==> config.mk <==
export PLATFORM = sky130hd
export DESIGN_NAME = exec_seq
export DESIGN_NICKNAME = d
export VERILOG_FILES = /design/src/rtl/exec_seq.sv
export SDC_FILE = /design/constraint.sdc
export NUM_CORES = 1
export LEC_CHECK = 0
export CORE_AREA = 2 2 155 157
export CTS_CLUSTER_SIZE = 24
export DETAILED_ROUTE_END_ITERATION = 8
export DIE_AREA = 0 0 157 159
export SLEW_MARGIN = 40
export SYNTH_ARGS = -nofsm -noshare
export SYNTH_HDL_FRONTEND = slang
export SYNTH_SLANG_ARGS = --single-unit
==> constraint.sdc <==
create_clock -name clk -period 5 [get_ports clk]
set_input_delay 1 -clock clk [delete_from_list [all_inputs] [get_ports clk]]
set_output_delay 1 -clock clk [all_outputs]
set_load 0.01 [all_outputs]
==> src/rtl/exec_seq.sv <==
// Execute-stage issue sequencer: holds one decoded op on the execute datapath,
// owns the NZCV status register and hands results to writeback.
module exec_seq #(
    parameter int MC_LAT = 3
) (
    input  logic        clk,
    input  logic        rst,
    input  logic        in_valid,
    output logic        in_ready,
    input  logic [31:0] in_a,
    input  logic [31:0] in_b,
    input  logic [7:0]  in_alu_op,
    input  logic        in_is_cond,
    input  logic [3:0]  in_cond,
    input  logic [3:0]  in_write_flags,
    input  logic        in_swp,
    input  logic        in_mc,
    output logic [31:0] ex_a,
    output logic [31:0] ex_b,
    output logic [7:0]  ex_alu_op,
    output logic        ex_is_cond,
    output logic [3:0]  ex_cond,
    output logic [3:0]  ex_write_flags,
    output logic        ex_swp,
    output logic [31:0] ex_st,
    input  logic        ex_n,
    input  logic        ex_z,
    input  logic        ex_c,
    input  logic        ex_v,
    input  logic        ex_cc,
    input  logic [31:0] ex_r1,
    input  logic [31:0] ex_r2,
    input  logic        ex_cres,
    output logic        out_valid,
    input  logic        out_ready,
    output logic [31:0] out_r1,
    output logic [31:0] out_r2,
    output logic        out_cres,
    input  logic        flush,
    input  logic        st_load,
    input  logic [31:0] st_din,
    output logic [31:0] st_q,
    output logic        busy
);

    typedef enum logic [1:0] {
        IDLE = 2'd0,
        EXEC = 2'd1,
        RESP = 2'd2
    } state_e;

    localparam logic [3:0] MC_CNT = 4'(MC_LAT - 1);

    state_e      state_q;
    logic [3:0]  cnt_q;
    logic        out_valid_q;
    logic        busy_q;
    logic [3:0]  nzcv_q, nzcv_d;
    logic [3:0]  ex_st_q;

    logic [31:0] ex_a_q, ex_b_q;
    logic [7:0]  ex_alu_op_q;
    logic        ex_is_cond_q;
    logic [3:0]  ex_cond_q;
    logic [3:0]  ex_write_flags_q;
    logic        ex_swp_q;

    logic        accept;
    logic        final_exec;
    logic        commit;
    logic        unused_st_din;

    assign unused_st_din = ^st_din[31:4];

    // RESP overlaps the next accept so single-cycle ops sustain one per two cycles.
    assign in_ready   = !flush && (state_q == IDLE || (state_q == RESP && out_ready));
    assign accept     = in_valid && in_ready;
    assign final_exec = (state_q == EXEC) && (cnt_q == 4'd0);
    assign commit     = final_exec && ex_cc && !flush;

    always_comb begin
        // NOTE: default first so every path assigns nzcv_d and no latch is inferred.
        nzcv_d = nzcv_q;
        if (commit) begin
            nzcv_d = {ex_n, ex_z, ex_c, ex_v};
        end else if (st_load) begin
            nzcv_d = st_din[3:0];
        end
    end

    // NOTE: sequential state uses non-blocking assignments with an async active-low reset.
    always_ff @(posedge clk or negedge rst) begin
        if (!rst) begin
            nzcv_q <= 4'd0;
        end else begin
            nzcv_q <= nzcv_d;
        end
    end

    always_ff @(posedge clk or negedge rst) begin
        if (!rst) begin
            state_q     <= IDLE;
            cnt_q       <= 4'd0;
            out_valid_q <= 1'b0;
            busy_q      <= 1'b0;
        end else if (flush) begin
            state_q     <= IDLE;
            out_valid_q <= 1'b0;
            busy_q      <= 1'b0;
        end else if (accept) begin
            state_q     <= EXEC;
            cnt_q       <= in_mc ? MC_CNT : 4'd0;
            out_valid_q <= 1'b0;
            busy_q      <= 1'b1;
        end else begin
            case (state_q)
                EXEC: begin
                    if (cnt_q != 4'd0) begin
                        cnt_q <= cnt_q - 4'd1;
                    end else begin
                        state_q     <= RESP;
                        out_valid_q <= 1'b1;
                    end
                end
                RESP: begin
                    if (out_ready) begin
                        state_q     <= IDLE;
                        out_valid_q <= 1'b0;
                        busy_q      <= 1'b0;
                    end
                end
                default: begin
                    state_q <= IDLE;
                end
            endcase
        end
    end

    // Operands and the status snapshot only move on accept; flush leaves them in place.
    always_ff @(posedge clk or negedge rst) begin
        if (!rst) begin
            ex_a_q           <= 32'd0;
            ex_b_q           <= 32'd0;
            ex_alu_op_q      <= 8'd0;
            ex_is_cond_q     <= 1'b0;
            ex_cond_q        <= 4'd0;
            ex_write_flags_q <= 4'd0;
            ex_swp_q         <= 1'b0;
            ex_st_q          <= 4'd0;
        end else if (accept) begin
            ex_a_q           <= in_a;
            ex_b_q           <= in_b;
            ex_alu_op_q      <= in_alu_op;
            ex_is_cond_q     <= in_is_cond;
            ex_cond_q        <= in_cond;
            ex_write_flags_q <= in_write_flags;
            ex_swp_q         <= in_swp;
            ex_st_q          <= nzcv_q;
        end
    end

    assign ex_a           = ex_a_q;
    assign ex_b           = ex_b_q;
    assign ex_alu_op      = ex_alu_op_q;
    assign ex_is_cond     = ex_is_cond_q;
    assign ex_cond        = ex_cond_q;
    assign ex_write_flags = ex_write_flags_q;
    assign ex_swp         = ex_swp_q;
    assign ex_st          = {28'd0, ex_st_q};
    assign st_q           = {28'd0, nzcv_q};
    assign busy           = busy_q;
    assign out_valid      = out_valid_q;
    assign out_r1         = out_valid_q ? ex_r1 : 32'd0;
    assign out_r2         = out_valid_q ? ex_r2 : 32'd0;
    assign out_cres       = out_valid_q & ex_cres;

endmodule

==> impl_metrics.tcl, run 1 <==
set metrics [dict create \
    seqPwrFrac_pct 38.3 \
    required_ns 4.00 \
    vias_per_cell 3.785 \
    synth_cell_types 33 \
    n_fill_cell 2327 \
    track_usage_pct 12.14 \
    synth_warnings 0 \
    cp_max_fo 3 \
    first_iter_violations 74 \
    dr.pass1.iters 4 \
    postSynthAreaPerCell_um2 12.44 \
    cts_setup_buffers 0 \
    gp_congestion 0.7273 \
    synth.largest_area_cell "dfrtp_1" \
    wl_um 15610 \
    cts_hold_buf 0 \
    min_path_type "register to register" \
    netlist_area_um2 4741 \
    async_flop_share_pct 100.0 \
    htree_levels 3 \
    tns_ns 0 \
    critical_path_class "primary input to output port" \
    yosys.area_share.adder_pct 1.320 \
    syn2layout_area_growth_pct 76.43 \
    clock_power_share_pct 24.4 \
    crit_slowest_cell "clkdlybuf4s50_1" \
    cts-root-buf "clkbuf_16" \
    cts_buffer_depth 2 \
    hp-start "ex_cond[2]$_DFFE_PN0P_" \
    syn_inst 381 \
    die-area_um2 24960 \
    crit_path_cell_trace "clkdlybuf4s50_1, a21oi_1, nor2_1, clkdlybuf4s50_1" \
    critPathCaptureType "output port" \
    setup_viol 0 \
    numCtsBuffers 9 \
    internal_power_mw 2.017 \
    finalCriticalPeriod_ns 3.346 \
    regToRegStartpoint "state_q[0]$_DFFE_PN0P_" \
    nNetsFinal 893 \
    ant_nets 0 \
    cp_top_family "buffers and inverters" \
    powerDensity_nw_per_um2 344.2 \
    synthTopCellsByArea "dfrtp_1 (52%), mux2_1 (10%), mux2_2 (10%), buf_4 (9.0%), and2_1 (8.6%)" \
    fin_skew_ns 0.01093 \
    worstSkewPairLatency_ns 0.35 \
    maxCapViolCount 0 \
    grt_pass1_wl_um 23120 \
    synthXorXnorAreaFrac_pct 0.5542 \
    wire_per_inst_um 15.27 \
    slew_headroom_pct 53.22 \
    worstMarginPinSlew_ns 0.7018 \
    std_cell_rows 56 \
    rsz0062_at_grt "no" \
    cts.sinks 98 \
    crit_buf_inv 2 \
    hpwl_um 12170 \
    period_share_pct 66.91 \
    vias 3868 \
    ys_seq_area_share_pct 51.73 \
    drv_slew 0 \
    leakagePower_nw 3.436 \
    critPathMaxStageDelay_ns 0.50 \
    synth_simple_gate_area_share_pct 11.32 \
    start_util_pct 20.44 \
    ios 405 \
    drcViolationCount 0 \
    dieWidth_um 157 \
    total_power_mw 2.879 \
    overflow 0 \
    p_comb_share_pct 37.3 \
    yosys_most_used_dff "dfrtp_1" \
    first_global_vias 4112 \
    clk_pin_slew_ns 0.07 \
    cts_resized 0 \
    ys_seq_elements 98 \
    core_area_um2 23190 \
    synth-edff-count 0 \
    crit_start "out_ready" \
    crit_arrival_ns 2.35 \
    p_sw_share_pct 29.93 \
    regArea_um2 2456 \
    port_buffers 320 \
    grt_max_degree 75 \
    layout-drive-gt1-share_pct 9.829 \
    vdd_ir_drop_max_mv 0.1771 \
    antenna_found_initial 1 \
    cts_tree "built" \
    multiInputGateArea_um2 1944 \
    p_sw_uw 861.7 \
    critPathLaunchType "primary input" \
    muxShareOfSynthArea_pct 21.72 \
    synth_top_area_share_pct 51.73 \
    synth-compound-area-share_pct 1.531 \
    fmax_mhz 298.9 \
    status "finished, final reports clean" \
    finalHoldViolations 0 \
    dieHeight_um 159 \
    crit_top_cell "clkdlybuf4s50_1" \
    synth_top_family_by_area "multiplexers" \
]
## path summary, 6_finish.rpt
path                       cells past startpoint  slack (ns)                      to
min in group asynchronous                      1        0.68    ex_a[10]$_DFFE_PN0P_
setup / recovery                               4        1.65                in_ready
hold reg to reg                                1        0.49  ex_cond[2]$_DFFE_PN0P_
max in group asynchronous                      2        3.48    ex_a[30]$_DFFE_PN0P_
setup reg to reg                               6        2.89    ex_a[26]$_DFFE_PN0P_
hold / removal                                 1        0.49  ex_cond[2]$_DFFE_PN0P_
## cell usage in the layout (no fill, tap or decap), types with 4 or more instances in the layout
cell type and instances:
and2_1 65, clkbuf_16 9, clkdlybuf4s50_1 319, conb_1 56, dfrtp_1 97, ha_1 5, inv_1 6, mux2_1 44
mux2_2 43, mux2i_1 5, nand2_1 6, nor2_1 8, o21ai_0 4
## sequential cells by signal, indices dropped and copies added, names as in the netlist, 2 cells and up
register and flops:
cnt_q 4, ex_b 32, ex_cond 4, ex_a 32, ex_write_flags 4, nzcv_q 4, state_q 2, ex_alu_op 8
ex_st_q 4
## synth_stat cells (2+ instances only)
master / number
buf_2: 4
mux2_2: 43
nand2_1: 6
nand3_1: 3
dfrtp_1: 98
a21oi_1: 3
mux2i_1: 5
and2_1: 65
ha_1: 5
inv_1: 6
xor2_1: 2
clkbuf_1: 7
buf_6: 5
o21ai_0: 4
nor2_1: 8
mux2_1: 44
buf_4: 57
## metrics by stage
stage | hold WS [ns] | instances | cell area, µm² | utilization [%] | worst slack (ns)
finish | 0.4861 | 1022 | 8364 | 36.07 | 1.654
global route | 0.5038 | 1022 | 8364 | 36.07 | 1.581
CTS | 0.4918 | 1021 | 8359 | 36.04 | 1.644
detailed placement | 0.4737 | 1005 | 8066 | 34.78 | 1.650
global placement | 0.4670 | 1004 | 8055 | 34.73 | 1.638
floorplan | 0.4755 | 436 | 4947 | - | 2.717
## per-layer routing
layer  track usage, %  vias to the layer above  part of all wire, %
met2            21.09                      227                   50
met1            13.40                     1849                   38
met3            4.790                       14                   10
met4            4.170                        0                  1.8
li1                 -                     1778                    -
met5                0                        -                    0
## power groups by stage
stage	Sequential (mW)	Combinational (mW)	Clock, mW
3_3_place_gp	1.11	1.08	0
4_1_cts	1.11	1.09	0.734
5_1_grt	1.14	1.15	0.761
6_report	1.10	1.07	0.703
3_5_place_dp	1.12	1.08	0
2_1_floorplan	1.17	0.367	0
## cells by family (layout without fill, tap and decap cells)
kind of cell             after synthesis  after routing
XOR/XNOR                               3              3
AO/OA/AOI/OAI                         12             12
other                                  1             57
adder cells (fa/ha/maj)                5              5
AND/OR/NAND/NOR                       90             90
multiplexers                          92             92
flip-flops                            98             98
buffers and inverters                 80            346
## cell type report
type                            count  share of cell area, %
Antenna cell                        1                0.02992
Multi-Input combinational cell    258                  23.25
Tap cell                          319                  4.772
Clock buffer                       10                  2.857
Clock inverter                      6                 0.6432
Inverter                            6                 0.2693
Sequential cell                    98                  29.36
Timing Repair Buffer              324                  38.82
No activity file was read; power rests on OpenSTA's default activity.
==> run 2, diff against run 1 <==
Settings changed: CORE_AREA 2 2 155 157 to 2 2 158 160, DIE_AREA 0 0 157 159 to 0 0 160 162.
Clock period 5 ns to 3.25 ns, I/O delays scaled along.
==> run 2 against run 1 <==
Power grew 56%. Wire length up 1.7%. Sequential cell count unchanged. Sequential power grew 52%. Clock power up 62%. First-iteration DRC count is 45% higher. Worst hold slack got worse by 0.23 ns. Combinational power rose by 58%. Cell count grew 0.59%. Register-to-register slack worse by 1.6 ns. Via count fell by 0.36%. Global-route usage fell by 0.050 points. Critical path type is now register to output port.
==> impl_metrics.tcl, run 2 (synthesis gave the netlist of run 1 again) <==
set metrics [dict create \
    dpl-instance-area_um2 8088 \
    crit_slowest_cell "clkdlybuf4s50_1" \
    finalCriticalPeriod_ns 2.616 \
    dieWidth_um 160 \
    cts.sinks 98 \
    hold_slack_ns 0.2580 \
    crit_arrival_ns 1.97 \
    clock_power_share_pct 25.3 \
    core_area_um2 24110 \
    antenna_found_initial 3 \
    ios 405 \
    gp_congestion 0.7632 \
    layout-drive-gt1-share_pct 9.815 \
    ant_nets 0 \
    internal_power_mw 3.166 \
    crit_path_cell_trace "buf_4, and2_1, clkdlybuf4s50_1" \
    tns_ns 0 \
    rsz0062_at_grt "no" \
    htree_levels 3 \
    fmax_mhz 382.2 \
    wire_per_inst_um 15.44 \
    drcViolationCount 0 \
    cts_resized 0 \
    dp_cells 1011 \
    cts_tree "built" \
    final_util_pct 34.89 \
    first_global_vias 3978 \
    std_cell_rows 57 \
    leakagePower_nw 3.451 \
    cts_buffer_depth 2 \
    stdcell_count 1028 \
    first_iter_violations 107 \
    n_fill_cell 2417 \
    die-area_um2 25920 \
    clk_pin_slew_ns 0.08 \
    start_util_pct 19.67 \
    crit_buf_inv 2 \
    p_comb_share_pct 37.5 \
    worstMarginPinSlew_ns 0.5474 \
    cp_max_fo 66 \
    layout_common_cells "clkdlybuf4s50_1 (319), dfrtp_1 (98), and2_1 (65)" \
    cts_hold_buf 0 \
    p_sw_share_pct 29.57 \
    finalHoldViolations 0 \
    period_share_pct 80.51 \
    seqPwrFrac_pct 37.1 \
    syn2layout_area_growth_pct 77.38 \
    port_buffers 320 \
    critPathCaptureType "output port" \
    dieHeight_um 162 \
    powerDensity_nw_per_um2 534.4 \
    design_area_um2 8409 \
    grt_max_degree 75 \
    vias 3854 \
    cts-root-buf "clkbuf_16" \
    p_sw_mw 1.329 \
    cts_setup_buffers 0 \
    dr.pass1.iters 4 \
    setup_viol 0 \
    maxCapViolCount 0 \
    wl_um 15870 \
    critPathLaunchType "register" \
    critPathMaxStageDelay_ns 0.60 \
    required_ns 2.60 \
    vias_per_cell 3.749 \
    hpwl_um 12490 \
    slew_headroom_pct 63.37 \
    overflow 0 \
    nNetsFinal 894 \
    vdd_ir_drop_max_mv 0.2945 \
    mostFrequentLayoutCell "clkdlybuf4s50_1" \
    status "finished, final reports clean" \
    cp_top_family "buffers and inverters" \
    fin_skew_ns 0.007703 \
    grt_pass1_wl_um 23710 \
    min_path_type "primary input to asynchronous set/reset pin" \
    track_usage_pct 12.09 \
    numCtsBuffers 9 \
    worstSkewPairLatency_ns 0.35 \
    critical_path_class "register to output port" \
    drv_slew 0 \
]
-- run 2: cell types whose count changed in the layout (fill, tap and decap cells not counted), sizes merged --
| cell | delta |
|---|---|
| inv | -2 |
| buf | +1 |
| bufinv | +1 |
| clkbuf | -1 |
| clkinv | +1 |
| clkinvlp | +1 |
-- run 2: cell type report --
class | count | area, µm² | area share, %
Tap cell | 324 | 405.4 | 4.821
Sequential cell | 98 | 2452 | 29.16
Clock inverter | 7 | 93.84 | 1.116
Clock buffer | 9 | 225.2 | 2.678
Inverter | 6 | 22.52 | 0.2678
Timing Repair Buffer | 325 | 3263 | 38.80
Multi-Input combinational cell | 258 | 1944 | 23.12
Antenna cell | 1 | 2.502 | 0.02976
-- run 2: metal layers --
layer	up-vias	track usage [%]	share of wire [%]
met4	0	3.808	1.4
li1	1785	-	-
met1	1814	13.75	39
met3	16	4.826	10
met2	239	20.88	49
met5	-	0	0
-- run 2: path summary, 6_finish.rpt --
path,startpoint,endpoint,slack (ns),cells past startpoint
min,rst,ex_a[18]$_DFFE_PN0P_,0.26,1
min reg2reg,ex_cond[0]$_DFFE_PN0P_,ex_cond[0]$_DFFE_PN0P_,0.48,1
max in group asynchronous,rst,ex_st_q[3]$_DFFE_PN0P_,2.28,2
min in group clk,ex_cond[0]$_DFFE_PN0P_,ex_cond[0]$_DFFE_PN0P_,0.48,1
max,out_valid$_DFFE_PN0P_,out_r2[9],0.63,3
max reg2reg,state_q[0]$_DFFE_PN0P_,ex_st_q[3]$_DFFE_PN0P_,1.25,6
-- run 2: stage by stage --
step                total power [mW]  setup slack [ns]
floorplan                      2.372             1.492
finish                         4.494            0.6336
CTS                            4.589            0.5579
global placement               3.390            0.6261
global route                   4.766            0.4484
detailed placement             3.398            0.6319
-- run 2: power groups by stage --
stage	logic, mW	clock network (mW)	registers [mW]
final	1.69	1.14	1.67
after global routing	1.82	1.23	1.71
after CTS	1.72	1.19	1.68
after detailed placement	1.71	0	1.69
after global placement	1.71	0	1.68
after floorplan	0.565	0	1.81
-- run 2: worst register-to-register path: stages (launching register included) --
cell and delay (ns):
dfrtp_1 0.38, inv_1 0.10, ha_1 0.20, a21oi_1 0.12, nor3b_4 0.25, buf_12 0.35, mux2_2 0.48
